## src/rtl/isr_pipe_param.sv

```systemverilog
// Integer square root by shift/subtract digit recurrence, STEPS root bits per clock.
// Floor or round-to-nearest result with saturation; the remainder reported is always the floor remainder.
module isr_pipe_param #(
  parameter int WIDTH = 64,
  parameter int STEPS = 1
) (
  input  logic               clock,
  input  logic               reset,
  input  logic               start,
  input  logic [WIDTH-1:0]   value,
  input  logic               round_mode,
  input  logic               abort,
  output logic               ready,
  output logic [WIDTH/2-1:0] result,
  output logic [WIDTH/2:0]   remainder,
  output logic               sat,
  output logic               done
);

  localparam int HW = WIDTH / 2;
  localparam int RW = HW + 2;
  localparam int N  = HW / STEPS;
  localparam int CW = (N > 1) ? $clog2(N) : 1;

  typedef enum logic [1:0] {
    IDLE   = 2'd0,
    CALC   = 2'd1,
    FINISH = 2'd2
  } state_t;

  state_t          state_r, state_s;
  logic [WIDTH-1:0] op_r, op_s;
  logic             mode_r;
  logic [HW-1:0]    root_r, root_s;
  logic [RW-1:0]    rem_r, rem_s;
  logic [CW-1:0]    cnt_r;
  logic             ready_r, done_r, sat_r;
  logic [HW-1:0]    result_r;
  logic [HW:0]      remainder_r;
  logic [HW-1:0]    fin_result_s;
  logic             fin_sat_s;

  // Next-state logic; abort wins over start and over normal progress.
  always_comb begin
    state_s = state_r;
    case (state_r)
      IDLE: begin
        if (abort) begin
          state_s = IDLE;
        end else if (start) begin
          state_s = CALC;
        end else begin
          state_s = IDLE;
        end
      end
      CALC: begin
        if (abort) begin
          state_s = IDLE;
        end else if (cnt_r == {CW{1'b0}}) begin
          state_s = FINISH;
        end else begin
          state_s = CALC;
        end
      end
      FINISH:  state_s = IDLE;
      default: state_s = IDLE;
    endcase
  end

  // STEPS recurrence steps per clock, consuming operand bit pairs MSB first.
  always_comb begin
    logic [RW-1:0] trial_v;
    rem_s   = rem_r;
    root_s  = root_r;
    op_s    = op_r;
    trial_v = {RW{1'b0}};
    for (int i = 0; i < STEPS; i++) begin
      rem_s   = {rem_s[RW-3:0], op_s[WIDTH-1:WIDTH-2]};
      trial_v = {root_s, 2'b01};
      if (rem_s >= trial_v) begin
        rem_s  = rem_s - trial_v;
        root_s = {root_s[HW-2:0], 1'b1};
      end else begin
        root_s = {root_s[HW-2:0], 1'b0};
      end
      op_s = {op_s[WIDTH-3:0], 2'b00};
    end
  end

  // Round up when the floor remainder exceeds the root; an all-ones root cannot be incremented.
  always_comb begin
    fin_result_s = root_r;
    fin_sat_s    = 1'b0;
    if (mode_r && (rem_r > {2'b00, root_r})) begin
      if (&root_r) begin
        fin_result_s = {HW{1'b1}};
        fin_sat_s    = 1'b1;
      end else begin
        fin_result_s = root_r + {{(HW-1){1'b0}}, 1'b1};
        fin_sat_s    = 1'b0;
      end
    end else begin
      fin_result_s = root_r;
      fin_sat_s    = 1'b0;
    end
  end

  // State register, datapath and registered outputs.
  always_ff @(posedge clock or negedge reset) begin
    if (!reset) begin
      state_r     <= IDLE;
      op_r        <= {WIDTH{1'b0}};
      mode_r      <= 1'b0;
      root_r      <= {HW{1'b0}};
      rem_r       <= {RW{1'b0}};
      cnt_r       <= {CW{1'b0}};
      ready_r     <= 1'b1;
      done_r      <= 1'b0;
      sat_r       <= 1'b0;
      result_r    <= {HW{1'b0}};
      remainder_r <= {(HW+1){1'b0}};
    end else begin
      state_r <= state_s;
      ready_r <= (state_s == IDLE);
      done_r  <= 1'b0;
      case (state_r)
        IDLE: begin
          if (!abort && start) begin
            op_r   <= value;
            mode_r <= round_mode;
            root_r <= {HW{1'b0}};
            rem_r  <= {RW{1'b0}};
            cnt_r  <= CW'(N - 1);
          end
        end
        CALC: begin
          if (!abort) begin
            op_r   <= op_s;
            root_r <= root_s;
            rem_r  <= rem_s;
            if (cnt_r != {CW{1'b0}}) begin
              cnt_r <= cnt_r - CW'(1);
            end
          end
        end
        FINISH: begin
          if (!abort) begin
            result_r    <= fin_result_s;
            remainder_r <= rem_r[HW:0];
            sat_r       <= fin_sat_s;
            done_r      <= 1'b1;
          end
        end
        default: begin
          done_r <= 1'b0;
        end
      endcase
    end
  end

  assign ready     = ready_r;
  assign done      = done_r;
  assign sat       = sat_r;
  assign result    = result_r;
  assign remainder = remainder_r;

endmodule

```

## config.mk

```make
export PLATFORM = sky130hd
export DESIGN_NAME = isr_pipe_param
export DESIGN_NICKNAME = d
export VERILOG_FILES = /design/src/rtl/isr_pipe_param.sv
export SDC_FILE = /design/constraint.sdc
export NUM_CORES = 1
export LEC_CHECK = 0
export CAP_MARGIN = 20
export CORE_MARGIN = 1.5
export CORE_UTILIZATION = 51
export CTS_BUF_LIST = sky130_fd_sc_hd__clkbuf_4 sky130_fd_sc_hd__clkbuf_8
export CTS_CLUSTER_DIAMETER = 40
export DETAILED_ROUTE_END_ITERATION = 10
export PLACE_DENSITY = 0.7
export SETUP_SLACK_MARGIN = 0.5
export SKIP_CTS_REPAIR_TIMING = 1
export SYNTH_ARGS = -nofsm -noshare
export SYNTH_HDL_FRONTEND = slang
export SYNTH_SLANG_ARGS = --single-unit
```

## constraint.sdc

```tcl
create_clock -name clock -period 7.2 [get_ports clock]
set_clock_uncertainty 0.15 [all_clocks]
set_input_delay 0.72 -clock clock [delete_from_list [all_inputs] [get_ports clock]]
set_output_delay 0.72 -clock clock [all_outputs]
set_load 0.05 [all_outputs]
```

### Yosys cells after proc, flatten, opt, wreduce, memory -nomap -nowiden

Index checks and enable logic that the tools add are counted.

* flip-flop bits (word level): 206
* input bits: 69
* logic and storage cells: 61

* $add $sub $neg: 3
* $lt $le $gt $ge: 2
* eq/ne operators: 5
* multiplexer cells: 26
* bitwise operators: 1
* reduce and logical (&&, ||, !) cells: 13

Operators with widths (number)
* $mux 32: 4
* $mux 64: 2
* $pmux 64 s2: 1
* $mux 34: 3
* $pmux 34 s2: 1
* $pmux 32 s2: 1
* $ge 34x34->1: 1
* $gt 34x32->1: 1
* $sub 34x34->34: 1
* $add 32x1->32 const B: 1
* $reduce_and 32->1: 1
* $mux 5: 3
* $pmux 5 s2: 1
* $mux 1: 7
* $ne 2x2->1 const B: 3
* $logic_not 5->1: 1
* $reduce_bool 5->1: 1
* $sub 5x1->5 const B: 1
* $logic_not 2->1: 2
* $mux 2: 2
* $pmux 2 s2: 1
* $reduce_and 2->1: 2
* $reduce_and 4->1: 1
* $reduce_and 3->1: 1
* 6 further kinds: 7

### Depth between registers and ports, before layout

* depth after elaboration: 5
* gate-level depth with buffers: 14

### Least setup slack after synthesis

Ideal clock, no wire load.

* path type: reg2reg
* start: register root_r[22]
* end: register result_r[6], in the netlist result[6]
* library setup time: 122 ps
* arrival time: 2829 ps
* data required time: 6928 ps
* path slack: 4098 ps
* cell stages (with the launch flop): 14
* period minus slack after synthesis: 3102 ps
* cell sequence: dfrtp_1 inv_1 ha_1 clkbuf_8 and4_4 nand2_1 or3_1 o221a_4 a21oi_4 and2_4 buf_6 or3b_1 mux2i_1 o21ai_1

* word-level cells in the longest chain between the ends: 3
* elaborated cells between the ends (all ways): 5

RTL lines
* start: declaration: RTL line 34 `logic [HW-1:0] root_r, root_s;`
* start signal: assignment: RTL line 114 `root_r <= {HW{1'b0}};`
* start signal: assignment: RTL line 131 `root_r <= {HW{1'b0}};`
* start signal: assignment: RTL line 139 `root_r <= root_s;`
* $gt 34x32->1 or $reduce_and 32->1 (tied branches): RTL line 94, 95
* $logic_and 1x1->1 or $mux 32 (tied branches): RTL line 94, 95
* $mux 32 *: RTL line 94 `if (mode_r && (rem_r > {2'b00, root_r})) begin`
* end signal: assignment: RTL line 120 `result_r <= {HW{1'b0}};`
* end signal: assignment: RTL line 148 `result_r <= fin_result_s;`
* end: declaration: RTL line 38 `logic [HW-1:0] result_r;`

Every way passes the cells marked *; elsewhere a longest branch is shown, timed or not.
A chain may end at the register's enable or synchronous reset.

### Worst setup path in the final report

* start: register root_r[0]
* end: register rem_r[30]

* word-level cells in the longest chain between the ends: 4
* elaborated cells between the ends (all ways): 5

RTL lines
* $sub 34x34->34 or $ge 34x34->1 (tied branches): RTL line 81, 80
* $mux 34 *: RTL line 80 `if (rem_s >= trial_v) begin`
* $mux 34 *: RTL line 137 `if (!abort) begin`
* $pmux 34 s2 *: RTL line 126 `case (state_r)`
* end signal: assignment: RTL line 115 `rem_r <= {RW{1'b0}};`
* end signal: assignment: RTL line 132 `rem_r <= {RW{1'b0}};`
* end signal: assignment: RTL line 140 `rem_r <= rem_s;`
* end: declaration: RTL line 35 `logic [RW-1:0] rem_r, rem_s;`

Every way passes the cells marked *; elsewhere a longest branch is shown, timed or not. The select of a mux whose other input is x is not followed.

==> run_results.csv <==
group,metric,value,unit
global_route,grt_pass1_vias,8955,
run,drv_cap,0,
clock_tree,clk_latency,540,ps
timing,setup_viol,0,
placement,hpwl,18900,um
die,die_w,150.4,um
die,fp.dieH,150.4,um
logic_synthesis,synth_top_area_cell,"dfrtp_1",
logic_synthesis,synthTopCellsByArea,"dfrtp_1 46%, nand2_1 8.5%, mux2i_1 6.6%, o21ai_0 5.8%, ha_1 4.2%",
worst_setup_path,slowest_stage,"a221o_1",
drt,wl,26890,um
timing,final_hold_viol_count,0,
drt,drc,0,
worst_setup_path,crit_fanout,23,
drt,wl_per_cell,16.64,um
timing,fin_crit,3905,ps
placement,gp_congestion,0.8968,
pwr,p_leak,0.006001,uW
clock_tree,cts_root_buf,"clkbuf_8",
clock_tree,cts_buffers,38,
logic_synthesis,synth_seq_area_share,46.51,%
pwr,ir_worst_vdd,188.9,uV
timing,slew_headroom,26.10,%
worst_setup_path,cp.arrival,4210,ps
timing,slew_violations,0,
global_route,grt_overflow,0,
logic_synthesis,syn_area,0.01109,mm2
timing,fin_crit_sh,54.24,%
clock_tree,cts_buffer_depth,3,
clock_tree,clk_pin_slew,60,ps
worst_setup_path,worst_ep_required_time,7510,ps
finish,final_common_cell,"nand2_1",
drt,first_iter_violations,493,
logic_synthesis,synth_edf_count,0,
finish,n_antenna_cell,0,
worst_setup_path,cp-start-kind,"register",
clock_tree,htree_levels,2,
die,initial_core_util,52.40,%
logic_synthesis,synth_nets,1305,
logic_synthesis,async_flop_share,100.0,%
timing,max_freq,256.1,MHz
finish,syn_to_final_growth,20.27,%
timing,worst_pin_slew,1093,ps
worst_setup_path,critical-path-max-stage-delay,670,ps
clock_tree,cts_sinks,206,
placement,port_buffers,136,
global_route,grt_pass1_wl,44640,um
logic_synthesis,synth_warnings,0,
worst_setup_path,endpoint_kind,"register",
die,coreArea,0.02115,mm2
worst_setup_path,crit_type,"reg2reg",
finish,stdcell_count,1616,
logic_synthesis,synth_top_flop_cell,"dfrtp_1",
logic_synthesis,ys_types,76,
finish,fin_util,63.03,%
drt,dr.pass1.iters,5,
pwr,powerDensity,334.9,mW/mm2
worst_setup_path,path_cells,"inv_1, ha_1, nor2b_1, o21ai_0, nand2b_1, a21oi_1, o41ai_1, buf_4, a221o_1, nand2_1, o21bai_1, o211ai_1",
logic_synthesis,synthCells,1199,
die,num_io_pins,137,
finish,nets,1423,
logic_synthesis,ys_ff_latch,206,
min_path,hold_class,"in2async",
timing,rsz0062_at_grt,"false",
drt,vias,9111,
global_route,antenna_found_initial,0,
global_route,grt_max_degree,109,
finish,final_cell_mix,"249 x nand2_1, 205 x dfrtp_1, 135 x clkdlybuf4s50_1",
global_route,track_usage,24.67,%
logic_synthesis,synth_top_area_share,46.28,%
logic_synthesis,avgSynthCellArea,9.246,um2
die,row_count,53,
timing,tns,0,ps
finish,drive_gt1_share,7.755,%
drt,viasPerCell,5.638,
placement,place_inst,1552,
clock_tree,cts_tree,"done",
die,die_area,0.02263,mm2
status,status,"complete, no violations",
drt,ant_nets,0,
[synthesized netlist by cell type, drive strengths merged, types with 4 or more instances]
cell type  number
a21o           17
a21oi          48
a22o            5
a22oi           4
a311oi          4
a31oi           4
and2            5
and3            9
and4            9
buf            27
clkbuf         42
dfrtp         205
ha             37
inv            42
mux2i          73
nand2         250
nand2b          5
nand3          36
nand4           8
nor2           44
nor2b           6
nor3           11
nor4            7
o211ai          5
o21a           10
o21ai         131
o21bai          7
o22a           18
o22ai          33
o31ai           7
xnor2          32
xor2           15
[cell families (layout without fill, tap and decap cells)]
family | count (synthesis) | count (layout) | synth area share (%)
fa+ha+maj | 37 | 37 | 4.176
compound gates | 319 | 319 | 18.02
flops | 206 | 206 | 46.51
mux | 75 | 75 | 6.795
xor+xnor | 47 | 47 | 3.713
simple gates | 402 | 402 | 16.08
buf+inv | 113 | 255 | 4.695
[state kept, by name, indices dropped and copies added (netlist names)]
signal,count
remainder,33
state_r,2
op_r,64
done,1
mode_r,1
rem_r,34
root_r,32
sat,1
cnt_r,5
ready,1
result,32
[per-layer routing]
| layer | vias to the layer above | part of all wire [%] | global-route usage [%] |
|---|---|---|---|
| met5 | - | 0 | 0 |
| met4 | 0 | 2.1 | 7.206 |
| met3 | 50 | 6.0 | 5.424 |
| met2 | 246 | 45 | 38.44 |
| met1 | 4338 | 46 | 34.52 |
| li1 | 4477 | - | - |
[cell type report]
cell class | instances | area [um2]
repair buffers | 148 | 1455
inverters | 43 | 163.9
fillers | 1830 | 7821
clock inverters | 10 | 113.9
clock buffers | 54 | 680.7
multi-input cells | 880 | 5419
flip-flops and latches | 206 | 5156
well taps | 275 | 344.1
[per-stage QoR]
stage / total power [uW] / hold slack (ps) / instance area [um2] / setup WS (ps)
after global routing: 4793 / 66.89 / 13330 / 2956
after floorplan: 2872 / 274.4 / 11090 / 4098
after detailed placement: 3290 / 311.0 / 12540 / 3089
after global placement: 3268 / 308.9 / 12540 / 3184
after CTS: 4481 / 39.93 / 13330 / 3281
final: 4465 / 27.06 / 13330 / 3295
[critical path: cells and delay by family, from the launching register on]
family                   cells  cell delay (ps)
AO/OA/AOI/OAI                6             1630
buffers and inverters        2              320
flip-flops                   1              480
AND/OR/NAND/NOR              3              880
adder cells (fa/ha/maj)      1              350
[path summary, 6_finish.rpt]
| check | start | endpoint | cells past startpoint | slack (ps) |
|---|---|---|---|---|
| max in group asynchronous | reset | rem_r[24] | 2 | 5530 |
| setup reg to reg | root_r[0] | rem_r[30] | 12 | 3290 |
| setup / recovery | root_r[0] | rem_r[30] | 12 | 3290 |
| min in group clock | remainder[6] | remainder[6] | 2 | 320 |
| hold reg to reg | remainder[6] | remainder[6] | 2 | 320 |
| hold / removal | reset | result[11] | 1 | 30 |
[power by group]
group / internal (uW) / total (uW) / switching, uW
Sequential: 1340 / 1490 / 153
Clock: 682 / 1170 / 489
Combinational: 763 / 1800 / 1040
Note: power is estimated with default switching activity, not from simulation.
